$ cat config.mk
export PLATFORM = sky130hd
export DESIGN_NAME = dht11_poll_scheduler
export DESIGN_NICKNAME = d
export VERILOG_FILES = /design/src/rtl/dht11_pkg.sv /design/src/rtl/dht11_ms_tick.sv /design/src/rtl/dht11_poll_scheduler.sv
export SDC_FILE = /design/constraint.sdc
export NUM_CORES = 1
export LEC_CHECK = 0
export ABC_AREA = 1
export CAP_MARGIN = 30
export CORE_MARGIN = 2
export CORE_UTILIZATION = 62
export DETAILED_ROUTE_END_ITERATION = 10
export HOLD_SLACK_MARGIN = 0.06
export PLACE_DENSITY = 0.85
export SLEW_MARGIN = 15
export SYNTH_ARGS = -nofsm -noshare
export SYNTH_HDL_FRONTEND = slang
export SYNTH_SLANG_ARGS = --single-unit
$ cat constraint.sdc
create_clock -name clk -period 8.7 [get_ports clk]
set_input_delay 1.305 -clock clk [delete_from_list [all_inputs] [get_ports clk]]
set_output_delay 1.305 -clock clk [all_outputs]
set_load 0.01 [all_outputs]
$ cat src/rtl/dht11_pkg.sv
// Shared types and constants for the DHT11 poll scheduler: FSM encoding, the
// minimum request gap, the millisecond counter width and a threshold helper.
package dht11_pkg;

    typedef enum logic [1:0] {
        IDLE    = 2'd0,
        START   = 2'd1,
        BUSY    = 2'd2,
        BACKOFF = 2'd3
    } state_t;

    localparam int MIN_GAP_MS = 1000;
    localparam int MS_W       = 16;

    // True when the count has reached the target, counting the tick that arrives this cycle.
    function automatic logic reached(input logic [MS_W-1:0] cnt,
                                     input logic [MS_W-1:0] target,
                                     input logic            tick);
        logic [MS_W:0] next_cnt;
        next_cnt = {1'b0, cnt} + {{MS_W{1'b0}}, tick};
        return next_cnt >= {1'b0, target};
    endfunction

endpackage

$ cat src/rtl/dht11_ms_tick.sv
// Free-running 1 ms strobe derived from CLK_HZ; with CLK_HZ below 2000 the
// divider degenerates to a strobe on every cycle.
module dht11_ms_tick #(
    parameter int CLK_HZ = 100_000_000
) (
    input  logic clk,
    input  logic reset,
    output logic tick
);

    localparam int DIV = (CLK_HZ / 1000 > 0) ? CLK_HZ / 1000 : 1;
    localparam int CW  = (DIV > 1) ? $clog2(DIV) : 1;

    logic [CW-1:0] cnt;

    assign tick = (cnt == CW'(DIV - 1));

    always_ff @(posedge clk) begin
        if (reset || tick) cnt <= '0;
        else               cnt <= cnt + CW'(1);
    end

endmodule

$ cat src/rtl/dht11_poll_scheduler.sv
// Sequences DHT11 measurements: power-up wait, periodic/triggered requests, timeout and
// bounded retry, last-good data hold. Define DHT11_AVG_EN for a 4-sample running mean.
module dht11_poll_scheduler
    import dht11_pkg::*;
#(
    parameter int CLK_HZ       = 100_000_000,
    parameter int POWERUP_MS   = 1000,
    parameter int PERIOD_MS    = 2000,
    parameter int TIMEOUT_MS   = 50,
    parameter int RETRY_GAP_MS = 1000,
    parameter int MAX_RETRY    = 3
) (
    input  logic       clk,
    input  logic       reset,
    input  logic       i_trigger,
    output logic       o_start,
    input  logic       i_done,
    input  logic       i_valid,
    input  logic [7:0] i_humidity,
    input  logic [7:0] i_temperature,
    output logic [7:0] humidity,
    output logic [7:0] current_temperature,
    output logic       o_data_valid,
    output logic       o_update,
    output logic       o_fault,
    output logic       o_busy
);

    localparam logic [MS_W-1:0] POWERUP_T = MS_W'(POWERUP_MS);
    localparam logic [MS_W-1:0] PERIOD_T  = MS_W'(PERIOD_MS);
    localparam logic [MS_W-1:0] TIMEOUT_T = MS_W'(TIMEOUT_MS);
    localparam logic [MS_W-1:0] GAP_T     = MS_W'(RETRY_GAP_MS);
    localparam logic [MS_W-1:0] MIN_GAP_T = MS_W'(MIN_GAP_MS);
    localparam logic [7:0]      MAX_R     = 8'(MAX_RETRY);

    // Handshake: o_start is a one-cycle request with no ready; the controller answers with a
    // one-cycle i_done, and i_valid/i_humidity/i_temperature are meaningful only in that cycle.

    logic            tick;
    state_t          state, state_next;
    logic [MS_W-1:0] ms_cnt, wait_cnt;
    logic            powerup, trig_pend;
    logic [7:0]      retry_cnt;
    logic            attempt_ok, attempt_fail, can_retry;

    dht11_ms_tick #(.CLK_HZ(CLK_HZ)) u_tick (
        .clk   (clk),
        .reset (reset),
        .tick  (tick)
    );

    assign can_retry = (retry_cnt < MAX_R);
    assign o_start   = (state == START);
    assign o_busy    = (state != IDLE);

    always_comb begin
        state_next   = state;
        attempt_ok   = 1'b0;
        attempt_fail = 1'b0;
        case (state)
            IDLE: begin
                if (reached(ms_cnt, powerup ? POWERUP_T : PERIOD_T, tick))
                    state_next = START;
                else if (!powerup && (i_trigger || trig_pend) && reached(ms_cnt, MIN_GAP_T, tick))
                    state_next = START;
            end
            START: state_next = BUSY;
            BUSY: begin
                // A done arriving in the timeout cycle still counts as a response.
                if (i_done) begin
                    attempt_ok   = i_valid;
                    attempt_fail = !i_valid;
                end else if (reached(wait_cnt, TIMEOUT_T, tick)) begin
                    attempt_fail = 1'b1;
                end
                if (attempt_ok)        state_next = IDLE;
                else if (attempt_fail) state_next = can_retry ? BACKOFF : IDLE;
            end
            BACKOFF: begin
                if (reached(wait_cnt, GAP_T, tick)) state_next = START;
            end
            default: state_next = IDLE;
        endcase
    end

    always_ff @(posedge clk) begin
        if (reset) begin
            state        <= IDLE;
            ms_cnt       <= '0;
            wait_cnt     <= '0;
            powerup      <= 1'b1;
            trig_pend    <= 1'b0;
            retry_cnt    <= '0;
            o_data_valid <= 1'b0;
            o_update     <= 1'b0;
            o_fault      <= 1'b0;
        end else begin
            state    <= state_next;
            o_update <= attempt_ok;

            // The request period runs from the START cycle, including its tick.
            if (state == START)              ms_cnt <= MS_W'(tick);
            else if (tick && ms_cnt != '1)   ms_cnt <= ms_cnt + MS_W'(1);

            // The retry gap is measured from the cycle the attempt failed.
            if (state == START)              wait_cnt <= '0;
            else if (attempt_fail)           wait_cnt <= MS_W'(tick);
            else if (tick && wait_cnt != '1) wait_cnt <= wait_cnt + MS_W'(1);

            if (state == START) powerup <= 1'b0;

            if (state == START)                  trig_pend <= 1'b0;
            else if (state == IDLE && i_trigger) trig_pend <= 1'b1;

            if (attempt_ok) begin
                retry_cnt    <= '0;
                o_data_valid <= 1'b1;
                o_fault      <= 1'b0;
            end else if (attempt_fail) begin
                if (can_retry) begin
                    retry_cnt <= retry_cnt + 8'd1;
                end else begin
                    retry_cnt <= '0;
                    o_fault   <= 1'b1;
                end
            end
        end
    end

`ifdef DHT11_AVG_EN
    logic [7:0] h_slot [4];
    logic [7:0] t_slot [4];
    logic [9:0] h_sum, t_sum;

    always_ff @(posedge clk) begin
        if (reset) begin
            h_slot <= '{default: '0};
            t_slot <= '{default: '0};
            h_sum  <= '0;
            t_sum  <= '0;
        end else if (attempt_ok) begin
            if (!o_data_valid) begin
                h_slot <= '{default: i_humidity};
                t_slot <= '{default: i_temperature};
                h_sum  <= {i_humidity, 2'b00};
                t_sum  <= {i_temperature, 2'b00};
            end else begin
                h_slot <= '{i_humidity, h_slot[0], h_slot[1], h_slot[2]};
                t_slot <= '{i_temperature, t_slot[0], t_slot[1], t_slot[2]};
                h_sum  <= h_sum - {2'b00, h_slot[3]} + {2'b00, i_humidity};
                t_sum  <= t_sum - {2'b00, t_slot[3]} + {2'b00, i_temperature};
            end
        end
    end

    assign humidity            = h_sum[9:2];
    assign current_temperature = t_sum[9:2];
`else
    logic [7:0] h_q, t_q;

    always_ff @(posedge clk) begin
        if (reset) begin
            h_q <= '0;
            t_q <= '0;
        end else if (attempt_ok) begin
            h_q <= i_humidity;
            t_q <= i_temperature;
        end
    end

    assign humidity            = h_q;
    assign current_temperature = t_q;
`endif

endmodule

==> results of run 1 <==
-- kinds of logic after synthesis --
logic type,synth area share
buffers and inverters,0.0803
DFF,0.345
adders and majority gates,0.0431
and+or+nand+nor,0.412
AOI/OAI and AO/OA,0.0765
xor gates and xnor gates,0.0434
-- metrics by stage --
| step | area [µm²] | setup slack [ns] | total power, mW | hold WS (ns) | instances |
|---|---|---|---|---|---|
| after detailed placement | 5130 | 5.02 | 0.564 | 0.431 | 833 |
| after CTS | 5320 | 5.00 | 0.835 | 0.449 | 849 |
| final | 5330 | 4.99 | 0.833 | 0.449 | 850 |
| after global placement | 5130 | 5.17 | 0.559 | 0.425 | 833 |
| after floorplan | 4650 | 5.55 | 0.508 | 0.417 | 703 |
| after global routing | 5330 | 4.58 | 0.875 | 0.472 | 850 |
-- path summary, 6_finish.rpt --
check / cells past startpoint / to / slack [ns] / start
worst min register to register: 2 / retry_cnt[3]$_SDFFE_PP0P_ / 0.45 / retry_cnt[3]$_SDFFE_PP0P_
worst min-delay path: 2 / retry_cnt[3]$_SDFFE_PP0P_ / 0.45 / retry_cnt[3]$_SDFFE_PP0P_
worst max register to register: 21 / state[0]$_SDFFE_PP0P_ / 4.99 / u_tick.cnt[0]$_SDFF_PP0_
worst max-delay path: 21 / state[0]$_SDFFE_PP0P_ / 4.99 / u_tick.cnt[0]$_SDFF_PP0_
-- synthesized netlist by cell type (all sizes together) (15+ instances only) --
cell   number  area, µm²
nand3      53        270
ha         16        200
o21ai      23        115
nand2     195        744
xor2       15        131
nor3       19        105
dfxtp      80       1600
inv        84        323
a21oi      37        219
nor2      114        479
nand4      20        125
-- final cells by class --
| cell class | instances | area share |
|---|---|---|
| multi-input cells | 529 | 0.502 |
| flip-flops and latches | 80 | 0.301 |
| repair buffers | 42 | 0.0785 |
| inverters | 84 | 0.0606 |
| clock buffers | 9 | 0.0233 |
| well taps | 99 | 0.0233 |
| clock inverters | 7 | 0.0122 |
-- critical path: stages (launching register included) --
cell and delay, ns:
dfxtp_1 0.37, ha_1 0.17, nand2_1 0.07, nor2_1 0.16, inv_1 0.15, nor4_4 0.51
ha_1 0.30, ha_1 0.21, nand3_1 0.13, nor2_1 0.30, nand2_1 0.11, xor2_1 0.18
ha_1 0.18, nor2_1 0.10, nand2_1 0.06, nor2_1 0.10, nand3_1 0.08, nor2_1 0.10
nand2_1 0.11, nand3_1 0.10, nand2_1 0.05, nor2_1 0.10
-- state kept, by name, summed over array words and instances, names as in the netlist, 2 cells and up --
name,flops
ms_cnt,16
retry_cnt,8
state,2
current_temperature,8
wait_cnt,16
u_tick.cnt,17
humidity,8
-- where the power goes --
group          internal, mW  switching, mW  total [mW]
combinational        0.0655          0.100       0.166
clock                 0.112          0.163       0.274
sequential            0.380         0.0124       0.393
total                 0.558          0.275       0.833
-- routing by layer --
metal | up-vias | GRT usage | part of all wire
li1 | 2344 | - | -
met1 | 2065 | 0.362 | 0.44
met2 | 146 | 0.455 | 0.47
met4 | 0 | 0.123 | 0.017
met3 | 19 | 0.0659 | 0.074
met5 | - | 0 | 0
==> reports/results.tsv, run 1 <==
metric	value	unit
crit_required	9.01	ns
rows	31	
period_share	0.426	
endpoint_kind	flop	
cts_resized	0	
synthCells	703	
post_drt_wl_per_cell	12.9	µm
drc	0	
rsz0062_at_grt	no	
htreeDepth	3	
antenna_found_initial	0	
relSlewSlack	0.423	
setup_tns	0	ns
clkTransAtPathRegs	0.10	ns
final_common_cell	nand2_1	
nets	783	
setup_viol	0	
fin_crit	3.71	ns
clock_latency	0.37	ns
place_hpwl	8.17	mm
drv_cap	0	
initial_utilization	0.641	
cts_tree	yes	
leakagePower	2.09	nW
num_vias	4574	
fillers	606	
pin_count	42	
clock_skew	0.0119	ns
yosysUniqueCellTypes	38	
syn_area	4650	µm²
grt_pass1_wl	19.1	mm
ys_seq_elements	80	
vias_per_cell	5.38	
layout_common_cells	nand2_1, nor2_1, inv_1, dfxtp_1, nand3_1	
num_antenna_cells	0	
cellPowerDensity	156	nW/µm²
post-cts-setup-buffers	0	
syn_nets	740	
status	finished, final reports clean	
final_util	0.734	
slew_violations	0	
critPathKind	reg -> reg	
die_w	90.6	µm
drt_iter0_markers	249	
drive_gt1_frac	0.0666	
numCtsBuffers	9	
fmax	0.270	GHz
cts_hold_buffers	0	
peakVddDrop	0.118	mV
synthArstFlopShare	0	
port_buffers	41	
die_y	90.6	µm
cts_root_buffer	clkbuf_8	
routed_wl	11.0	mm
overflow	0	
worst_slew_pin_slew	0.862	ns
clockBufferDepth	2	
yosysWarnings	0	
report.final.hold_viol_count	0	
hp-class	reg -> reg	
avgSynthCellArea	6.61	µm²
grtUsageTotal	0.283	
fp.coreArea	7250	µm²
postRouteAntennaNets	0	
die_area	8200	µm²
synth_edf_count	0	
clkSinkCount	80	
grt_pass1_vias	4242	
ys_seq_area_frac	0.345	
synth_ff_type	dfxtp_1	
crit_arrival	4.02	ns
firstDrtPassIters	5	
crit_path_start_kind	flop	
ff_latch_area	1600	µm²
syn2layout_area_growth	14.7	%
critPathMaxFanout	7	
multi_input_area	2670	µm²
routabilityCongestion	0.950	
grt_start_max_net_pins	22	
(Power assumes the default switching activity.)
==> run 2, diff against run 1 <==
- CORE_UTILIZATION: 62 -> 58
- PLACE_DENSITY: 0.85 -> 0.8
- clock period: 8.7 -> 3.9 ns (I/O delays scaled with it)
==> run 2 against run 1 <==
Setup slack got worse by 4.5 ns. Sequential share of layout area fell by 0.47 points. Wire length up 0.34%. Clock skew down 0.0011 ns. Non-clock buffer count is 4 higher. Sequential power increased by 120%. Clock-buffer cell count unchanged. Die area grew 6.6%. Total power rose by 140%. Combinational power grew 130%. Cell count rose by 0.71%. Sequential cell count stayed put. Critical endpoint unchanged. Highest routed layer unchanged.
==> reports/results.tsv, run 2 (synthesized netlist as in run 1, its figures left out) <==
metric	value	unit
cts_tree	yes	
syn2layout_area_growth	16.5	%
crit_path_start_kind	flop	
placedInstanceArea	5150	µm²
clockBufferDepth	2	
drv_cap	0	
finalInstanceArea	5410	µm²
leakagePower	2.13	nW
dp_worst_setup_slack	0.241	ns
postRouteAntennaNets	0	
grt_start_max_net_pins	22	
clkTransAtPathRegs	0.08	ns
crit_arrival	3.67	ns
hold_path_depth	2	
firstDrtPassIters	5	
setup_viol	0	
grtUsageTotal	0.268	
initial_utilization	0.601	
slew_violations	0	
report.final.hold_viol_count	0	
num_vias	4590	
routabilityCongestion	0.940	
port_buffers	41	
numCtsBuffers	9	
endpoint_kind	flop	
antenna_found_initial	0	
cellPowerDensity	371	nW/µm²
largestRegisters	u_tick.cnt: 17 flops, ms_cnt: 16 flops, wait_cnt: 16 flops	
place_hpwl	8.22	mm
num_antenna_cells	0	
rsz0062_at_grt	no	
fin_crit	3.41	ns
final_util	0.700	
pin_count	42	
nets	787	
cts_root_buffer	clkbuf_8	
drt_iter0_markers	240	
drive_gt1_frac	0.0703	
clkSinkCount	80	
overflow	0	
fin_ws	0.493	ns
setup_tns	0	ns
post_drt_wl_per_cell	12.9	µm
worst_slew_pin_slew	0.643	ns
final_common_cell	nand2_1	
die_y	93.5	µm
vias_per_cell	5.36	
grt_pass1_wl	18.9	mm
clock_skew	0.0108	ns
routed_wl	11.0	mm
hp-class	reg -> reg	
peakVddDrop	0.286	mV
critPathMaxFanout	6	
largest_reg_flops	17	
reg2regPathDepth	26	
clock_latency	0.37	ns
status	finished, final reports clean	
layout_common_cells	nand2_1, nor2_1, inv_1, dfxtp_1, nand3_1	
top_register	u_tick.cnt	
cts_resized	0	
crit_required	4.16	ns
period_share	0.874	
relSlewSlack	0.571	
drc	0	
rows	32	
grt_pass1_vias	4307	
fmax	0.294	GHz
die_area	8740	µm²
critPathKind	reg -> reg	
htreeDepth	3	
fp.coreArea	7730	µm²
die_w	93.5	µm
-- run 2: final cells by class --
cell class | instances | area [µm²]
clock buffers | 9 | 124
clock inverters | 6 | 116
fillers | 653 | 2320
inverters | 84 | 323
multi-input cells | 529 | 2670
flip-flops and latches | 80 | 1600
well taps | 102 | 128
repair buffers | 46 | 448
-- run 2: critical path, stage by stage, from the launching register on --
cell     delay, ns
dfxtp_1       0.36
ha_1          0.17
nand2_1       0.07
nor2_1        0.17
inv_1         0.15
nor4_4        0.16
buf_4         0.19
ha_1          0.20
ha_1          0.21
nand3_1       0.13
xnor2_1       0.17
ha_1          0.28
nand2_1       0.07
a21oi_1       0.12
nand2_1       0.06
nor2_1        0.09
nand2_1       0.06
nor2_1        0.08
nand2_1       0.05
nand2_1       0.05
nand2_1       0.04
nand2_1       0.05
nand2_1       0.04
nand2_1       0.11
nand3_1       0.09
nand2_1       0.08
nor2_1        0.05
-- run 2: stage by stage --
stage                     hold slack, ns  total power, mW  std cells
after global placement             0.425             1.25        838
after detailed placement           0.435             1.26        838
after global routing               0.462             2.11        856
after floorplan                    0.417             1.13        703
final                              0.448             2.01        856
after CTS                          0.449             2.02        853
-- run 2: path summary, 6_finish.rpt --
path / startpoint / to / slack, ns
worst max register to register: u_tick.cnt[0]$_SDFF_PP0_ / state[0]$_SDFFE_PP0P_ / 0.49
worst min-delay path: retry_cnt[2]$_SDFFE_PP0P_ / retry_cnt[2]$_SDFFE_PP0P_ / 0.45
worst max-delay path: u_tick.cnt[0]$_SDFF_PP0_ / state[0]$_SDFFE_PP0P_ / 0.49
worst min register to register: retry_cnt[2]$_SDFFE_PP0P_ / retry_cnt[2]$_SDFFE_PP0P_ / 0.45
-- run 2: power by group --
part | switching (mW) | internal (mW)
logic | 0.227 | 0.149
registers | 0.0272 | 0.848
clock network | 0.330 | 0.428
-- run 2: per-layer routing --
layer,global-route usage,vias up,part of all wire
met5,0,-,0
met4,0.0735,0,0.018
met3,0.0846,22,0.067
met2,0.436,134,0.46
met1,0.342,2084,0.46
li1,-,2350,-
-- run 2: what timing repair did --
item | 4_1_cts | 5_1_grt
setup buffers | 0 | 2
setup endpoints to repair | 0 | 16
hold endpoints to repair | 0 | 0
hold buffers | 0 | 0
